===== config.mk =====
export PLATFORM = sky130hd
export DESIGN_NAME = button_conditioner
export DESIGN_NICKNAME = d
export VERILOG_FILES = /design/src/rtl/btn_pkg.sv /design/src/rtl/sync_2ff.sv /design/src/rtl/button_conditioner.sv
export SDC_FILE = /design/constraint.sdc
export NUM_CORES = 1
export LEC_CHECK = 0
export CORE_ASPECT_RATIO = 1.4
export CORE_UTILIZATION = 45
export CTS_BUF_LIST = sky130_fd_sc_hd__clkbuf_4 sky130_fd_sc_hd__clkbuf_8
export CTS_CLUSTER_DIAMETER = 60
export CTS_CLUSTER_SIZE = 25
export DETAILED_ROUTE_END_ITERATION = 8
export GPL_TIMING_DRIVEN = 0
export SKIP_CTS_REPAIR_TIMING = 1
export SLEW_MARGIN = 15
export SYNTH_ARGS = -nofsm -noshare
export SYNTH_HDL_FRONTEND = slang
export SYNTH_HIERARCHICAL = 1
export SYNTH_SLANG_ARGS = --single-unit

===== constraint.sdc =====
create_clock -name clk -period 2.2 [get_ports clk]
set_input_delay 0.33 -clock clk [delete_from_list [all_inputs] [get_ports clk]]
set_output_delay 0.33 -clock clk [all_outputs]
set_load 0.02 [all_outputs]

===== src/rtl/btn_pkg.sv =====
// ============================================================================
// btn_pkg : shared types and defaults for the push-button conditioner
// Rev 1.0
// ============================================================================
`default_nettype none

package btn_pkg;

   localparam int DEFAULT_DEBOUNCE_CYCLES = 50000;

   typedef enum logic [1:0] {
      IDLE         = 2'd0,
      PRESS_WAIT   = 2'd1,
      HELD         = 2'd2,
      RELEASE_WAIT = 2'd3
   } btn_state_t;

   // Maps the raw pin level onto "1 = pressed" for either board wiring.
   function automatic logic pressed_level(input logic raw, input bit active_low);
      return active_low ? ~raw : raw;
   endfunction

endpackage

`default_nettype wire


===== src/rtl/sync_2ff.sv =====
// ============================================================================
// sync_2ff : two-flop synchronizer with a selectable reset level
// Rev 1.0
// ============================================================================
`default_nettype none

module sync_2ff #(
   parameter logic RESET_VAL = 1'b0
) (
   input  logic clk,
   input  logic rst,
   input  logic d,
   output logic q
);

   logic meta;

   always_ff @(posedge clk) begin
      if (rst) begin
         meta <= RESET_VAL;
         q    <= RESET_VAL;
      end else begin
         meta <= d;
         q    <= meta;
      end
   end

endmodule

`default_nettype wire


===== src/rtl/button_conditioner.sv =====
// ============================================================================
// button_conditioner : synchronises and debounces a push-button, emits level
//                      plus one-cycle press/release pulses
// Rev 1.0
// ============================================================================
`default_nettype none

module button_conditioner
   import btn_pkg::*;
#(
   parameter int DEBOUNCE_CYCLES = DEFAULT_DEBOUNCE_CYCLES,
   parameter bit ACTIVE_LOW      = 1'b1
) (
   input  logic clk,
   input  logic rst,
   input  logic btn_raw,
   output logic btn_level,
   output logic btn_press,
   output logic btn_release
);

   localparam int                CNT_W   = $clog2(DEBOUNCE_CYCLES);
   localparam logic [CNT_W-1:0]  CNT_MAX = CNT_W'(DEBOUNCE_CYCLES - 1);

   logic             btn_sync;
   logic             s;
   btn_state_t       state;
   logic [CNT_W-1:0] cnt;

   // Reset value is the idle (released) pin level so no false press follows reset.
   sync_2ff #(
      .RESET_VAL (ACTIVE_LOW)
   ) u_sync (
      .clk (clk),
      .rst (rst),
      .d   (btn_raw),
      .q   (btn_sync)
   );

   assign s = pressed_level(btn_sync, ACTIVE_LOW);

   always_ff @(posedge clk) begin
      if (rst) begin
         state       <= IDLE;
         cnt         <= '0;
         btn_level   <= 1'b0;
         btn_press   <= 1'b0;
         btn_release <= 1'b0;
      end else begin
         btn_press   <= 1'b0;
         btn_release <= 1'b0;
         case (state)
            IDLE: begin
               if (s) begin
                  state <= PRESS_WAIT;
                  cnt   <= '0;
               end
            end
            PRESS_WAIT: begin
               if (!s) begin
                  state <= IDLE;
                  cnt   <= '0;
               end else if (cnt == CNT_MAX) begin
                  state     <= HELD;
                  cnt       <= '0;
                  btn_press <= 1'b1;
                  btn_level <= 1'b1;
               end else begin
                  cnt <= cnt + 1'b1;
               end
            end
            HELD: begin
               if (!s) begin
                  state <= RELEASE_WAIT;
                  cnt   <= '0;
               end
            end
            RELEASE_WAIT: begin
               if (s) begin
                  state <= HELD;
                  cnt   <= '0;
               end else if (cnt == CNT_MAX) begin
                  state       <= IDLE;
                  cnt         <= '0;
                  btn_release <= 1'b1;
                  btn_level   <= 1'b0;
               end else begin
                  cnt <= cnt + 1'b1;
               end
            end
            default: begin
               state <= IDLE;
               cnt   <= '0;
            end
         endcase
      end
   end

endmodule

`default_nettype wire


==> summary.md, run 1 <==
| Metric | Value |
|---|---|
| WL/cell | 14.4 um |
| H-tree depth | 1 |
| Overall routing resource usage | 22.1% |
| Setup_tns | 0 ps |
| Fin. max-slew vios | 0 |
| Clk Latency, worst-skew pair | 320 ps |
| Seq cells post-synth | 23 |
| F_max | 0.524 GHz |
| Hold violation total from the final report | 0 |
| Pwr dens | 514 nW/um^2 |
| Hpwl dp | 1930 um |
| Sequential area share after synthesis | 38.0% |
| Run status | finished clean |
| Rows | 21 |
| TritonCTS clock tree | done |
| Max FO, Critical Path | 10 |
| Final worst slack | 292 ps |
| Root buffer cell | clkbuf_4 |
| Maxcap violations | 0 |
| FILL cells | 261 |
| Critical path endpoint category | flip-flop |
| Hold EP | u_sync/q |
| Initial antenna violation count | 0 |
| Overflow after GRT | 0 |
| Final Util | 54.0% |
| Post-Route WL | 2650 um |
| Initial Utilization | 49.0% |
| Post-Syn Nets | 145 |
| Critical Path RT | 2450 ps |
| Final setup fails | 0 |
| Iteration-0 DRC Markers | 32 |
| Drt pass-1 iters | 4 |
| Netlist cell types | 39 |
| Startpoint Class | flip-flop |
| Slew margin rel. | 39.3% |
| Multi-input gate area | 699 sq um |
| Fin Hold WS | 448 ps |
| Post-Synthesis Cells | 141 |
| Post-Syn Area | 1210 sq um |
| Die Height | 63.4 um |
| Vias in the first global route | 1,048 |
| Number of diodes | 0 |
| Worst hold-check path type | reg2reg |
| Hold Path Stages | 1 |
| Seq pwr share | 61.9% |
| Placed cells | 180 |
| Setup Skew | 1.26 ps |
| Place WS | 246 ps |
| Worst vdd ir | 0.000367 V |
| Layout area overhead | 10.1% |
| Dominant synthesized flop cell | dfxtp_1 |
| Clk pwr share | 31.1% |
| Clk slew on worst S/H paths | 120 ps |
| HP Start | u_sync/meta |
| Sw frac | 23.7% |
| Nets | 155 |
| Placer Congestion | 0.824 |
| Post-synth EDFFs | 0 |
| CTS Buf Count | 3 |
| Pint | 523 uW |
| Final antenna-violating net count | 0 |
| Num Clock Sinks | 23 |
| Seq. cell area | 460 sq um |
| Commonest non-fill, non-tap cell in the layout | dfxtp_1 |
| Total power | 686 uW |
| Final worst path period share | 86.7% |
| Crit Path Class | reg2reg |
| Post-synth top area share | 38.0% |
| Area of the die | 2910 sq um |
| R2R Setup Slk | 290 ps |
| Worst Path Arrival | 2160 ps |
| Lkg Pwr | 0.416 nW |
| Mapped Avg Cell Area | 8.59 sq um |
| Switching Power | 162 uW |
| Slew at the pin closest to its max-slew limit | 903 ps |
| First-pass GRT wire length | 4840 um |
| Minimum clock period | 1910 ps |
| Yosys top cell by area | dfxtp_1 |
| Die width | 45.8 um |
| Largest net degree at the start of global routing | 13 |
| Post-Layout Cell Count | 184 |
| I/O pins | 6 |
| R2R Path End | cnt[15] |
| Synthesis Warnings | 6 |
| Main area contributors after synthesis | dfxtp_1, a31oi_1, nand3_1, nor4b_4, nand2_1 |
| Clock Path Buffers | 2 |
| Via count | 1,096 |
| Cell Area, Placed | 1300 sq um |
| R2r worst-path depth | 7 |
| Logic gate share of total power | 7.0% |
| Fraction of layout cells with a size suffix above 1 | 10.7% |
| Commonest non-fill, non-tap cells in the layout | dfxtp_1, nand3_1, a31oi_1 |
| R2r startpoint | cnt[0] |
| DRC | 0 |
| DR vias/cell | 5.96 |
| Core Footprint | 2470 sq um |
| Final instance area | 1330 sq um |
| RSZ-0062 raised after global routing | false |
| Synth async-reset ratio | 0% |
| Input/output buffers | 5 |
kinds of logic (layout without fill, tap and decap cells):
kind of cell	after synthesis	count (layout)	synth area share (%)
multiplexers	2	2	1.76
AO/OA/AOI/OAI	32	32	16.7
AND/OR/NAND/NOR	68	68	35.3
flip-flops	23	23	38.0
adder cells (fa/ha/maj)	1	1	1.03
XOR/XNOR	4	4	2.89
buffers and inverters	11	20	4.24
registers in the layout (all words and copies together) (netlist names), named ones only:
| register | flops |
|---|---|
| u_sync/q | 1 |
| btn_release | 1 |
| btn_press | 1 |
| u_sync/meta | 1 |
| cnt | 16 |
| state | 1 |
| btn_level | 1 |
layout make-up:
cell class / count / share of cell area (%)
Tap cell: 34 / 3.19
Buffer: 8 / 3.00
Sequential cell: 23 / 34.5
Multi-Input combinational cell: 107 / 52.4
Clock buffer: 4 / 2.25
Timing Repair Buffer: 5 / 3.75
Inverter: 3 / 0.844
synth_stat cells, types with 2 or more instances:
| library cell | number |
|---|---|
| a31oi_1 | 12 |
| nand2_1 | 11 |
| a41oi_1 | 2 |
| nor2_1 | 8 |
| dfxtp_1 | 23 |
| buf_2 | 5 |
| or2_1 | 2 |
| o22ai_1 | 2 |
| a21oi_1 | 6 |
| or4_1 | 2 |
| nor3_1 | 8 |
| inv_1 | 3 |
| clkbuf_1 | 2 |
| or3_1 | 3 |
| and4_1 | 2 |
| nand3_1 | 12 |
| nand4b_1 | 2 |
| nand3b_1 | 4 |
| xor2_1 | 3 |
| o21ai_0 | 5 |
| nand4_1 | 5 |
| nor4b_4 | 2 |
worst max-delay path, stage by stage (launching register included):
cell,delay (ps)
dfxtp_1,370
ha_1,260
and3_1,190
buf_4,160
nand4_4,130
clkbuf_1,370
a41oi_1,180
a31oi_1,180
power groups by stage:
stage	Combinational [mW]	Sequential (mW)	Clock [mW]
after floorplan	0.0290	0.435	0
after global placement	0.0475	0.434	0
after detailed placement	0.0480	0.434	0
after CTS	0.0480	0.425	0.223
after global routing	0.0540	0.426	0.244
final	0.0479	0.425	0.213
metal layers:
| metal | track usage, % | part of all wire (%) |
|---|---|---|
| met1 | 31.4 | 48 |
| met2 | 32.9 | 48 |
| met3 | 1.72 | 2.9 |
| met4 | 10.3 | 1.7 |
| met5 | 0 | 0 |
worst max path at each step:
| stage | start | end | slack [ps] | cells after the start |
|---|---|---|---|---|
| global route | cnt[0] | cnt[15] | 100 | 7 |
| detailed placement | rst | cnt[9] | 250 | 5 |
| CTS | cnt[0] | cnt[15] | 310 | 7 |
| global placement | rst | cnt[5] | 280 | 4 |
| finish | cnt[0] | cnt[15] | 290 | 7 |
| floorplan | cnt[0] | flip-flop | 560 | 6 |
(Power assumes the default switching activity.)
==> run 2, diff against run 1 <==
--- a/config.mk
+++ b/config.mk
@@ -6,6 +6,7 @@
 export NUM_CORES = 1
 export LEC_CHECK = 0
 export CORE_ASPECT_RATIO = 1.4
+export CORE_MARGIN = 5
 export CORE_UTILIZATION = 45
 export CTS_BUF_LIST = sky130_fd_sc_hd__clkbuf_4 sky130_fd_sc_hd__clkbuf_8
 export CTS_CLUSTER_DIAMETER = 60
==> summary.md, run 2 (synthesis results as in run 1) <==
| Metric | Value |
|---|---|
| Run status | finished clean |
| DRC | 0 |
| Num Clock Sinks | 23 |
| Layout area overhead | 10.3% |
| Via count | 1,112 |
| Largest register by flop count | cnt |
| Fin Hold WS | 433 ps |
| WL/cell | 15.4 um |
| Seq pwr share | 61.8% |
| Clk Latency, worst-skew pair | 320 ps |
| GRT met1 Usage | 21.0% |
| Iteration-0 DRC Markers | 50 |
| Startpoint Class | flip-flop |
| Initial antenna violation count | 0 |
| Input/output buffers | 5 |
| Fin. max-slew vios | 0 |
| Placer Congestion | 0.873 |
| R2r startpoint | cnt[0] |
| Minimum clock period | 1940 ps |
| Slew margin rel. | 37.3% |
| Die width | 53.8 um |
| CTS Buf Count | 3 |
| Final worst path period share | 88.0% |
| Max reg flops | 16 |
| Maxcap violations | 0 |
| Setup_tns | 0 ps |
| Switching Power | 165 uW |
| Final antenna-violating net count | 0 |
| First-pass GRT wire length | 4910 um |
| Place WS | 223 ps |
| Worst hold-check path type | reg2reg |
| Lkg Pwr | 0.416 nW |
| Hpwl dp | 2050 um |
| Slew at the pin closest to its max-slew limit | 934 ps |
| Commonest non-fill, non-tap cell in the layout | dfxtp_1 |
| HP Start | u_sync/meta |
| Area of the die | 3840 sq um |
| Crit Path Class | reg2reg |
| FILL cells | 276 |
| Post-Route WL | 2870 um |
| Critical Path RT | 2450 ps |
| Rows | 22 |
| TritonCTS clock tree | done |
| Clock Path Buffers | 2 |
| F_max | 0.517 GHz |
| Commonest non-fill, non-tap cells in the layout | dfxtp_1, nand3_1, a31oi_1 |
| Hold violation total from the final report | 0 |
| H-tree depth | 1 |
| Core Footprint | 2620 sq um |
| Setup Skew | 6.11 ps |
| Pint | 523 uW |
| Routing usage on met3 | 3.12% |
| Max FO, Critical Path | 10 |
| Overflow after GRT | 0 |
| Pwr dens | 515 nW/um^2 |
| Critical path endpoint category | flip-flop |
| Root buffer cell | clkbuf_4 |
| Final setup fails | 0 |
| Gr busiest metal | met2 |
| Clk pwr share | 31.1% |
| Die Height | 71.4 um |
| Nets | 155 |
| Overall routing resource usage | 16.8% |
| Sw frac | 23.9% |
| DR vias/cell | 5.98 |
| Fraction of layout cells with a size suffix above 1 | 10.7% |
| Initial Utilization | 46.3% |
| RSZ-0062 raised after global routing | false |
| Clk slew on worst S/H paths | 130 ps |
| Worst Path Arrival | 2190 ps |
| Worst vdd ir | 0.000283 V |
| Origin of the worst setup path | cnt[0] |
| Final worst slack | 265 ps |
| Drt pass-1 iters | 4 |
| Global Route met2 Usage | 27.2% |
| Largest net degree at the start of global routing | 13 |
| I/O pins | 6 |
| Logic gate share of total power | 7.1% |
| Vias in the first global route | 1,066 |
| Number of diodes | 0 |
-- run 2: layout make-up --
class / count / area, sq um / area share [%]
Multi-Input combinational cell: 107 / 699 / 52.3
Timing Repair Buffer: 5 / 50.0 / 3.75
Clock buffer: 4 / 30.0 / 2.25
Tap cell: 36 / 45.0 / 3.37
Inverter: 3 / 11.3 / 0.843
Buffer: 8 / 40.0 / 3.00
Sequential cell: 23 / 460 / 34.5
-- run 2: final timing paths --
check,endpoint,slack [ps],depth (start not counted)
min reg2reg,u_sync/q,430,1
max,cnt[12],260,7
max reg2reg,cnt[12],260,7
min,u_sync/q,430,1
-- run 2: routing by layer --
layer | up-vias | share of wire, % | wire length, um
met2 | 23 | 51 | 1450
met1 | 528 | 44 | 1270
met3 | 5 | 3.7 | 107
met5 | - | 0 | 0
li1 | 556 | - | -
met4 | 0 | 1.4 | 40
-- run 2: metrics by stage --
step	cell area (sq um)	utilization, %	power [mW]	std cells
6_report	1340	51.1	0.688	186
5_1_grt	1340	51.1	0.718	186
4_1_cts	1340	51.1	0.692	186
3_5_place_dp	1310	50.0	0.483	182
3_3_place_gp	1310	50.0	0.482	182
2_1_floorplan	1210	-	0.465	141
-- run 2: power by group through the flow --
stage	logic, mW	clock network [mW]	registers [mW]
floorplan	0.0290	0	0.435
global placement	0.0482	0	0.434
detailed placement	0.0492	0	0.434
CTS	0.0495	0.218	0.425
global route	0.0538	0.238	0.426
finish	0.0491	0.214	0.425
-- run 2: critical path: stages (launching register included) --
cell,delay (ps)
dfxtp_1,370
ha_1,250
and3_1,190
buf_4,160
nand4_4,130
clkbuf_1,410
a31oi_1,180
o22ai_1,180
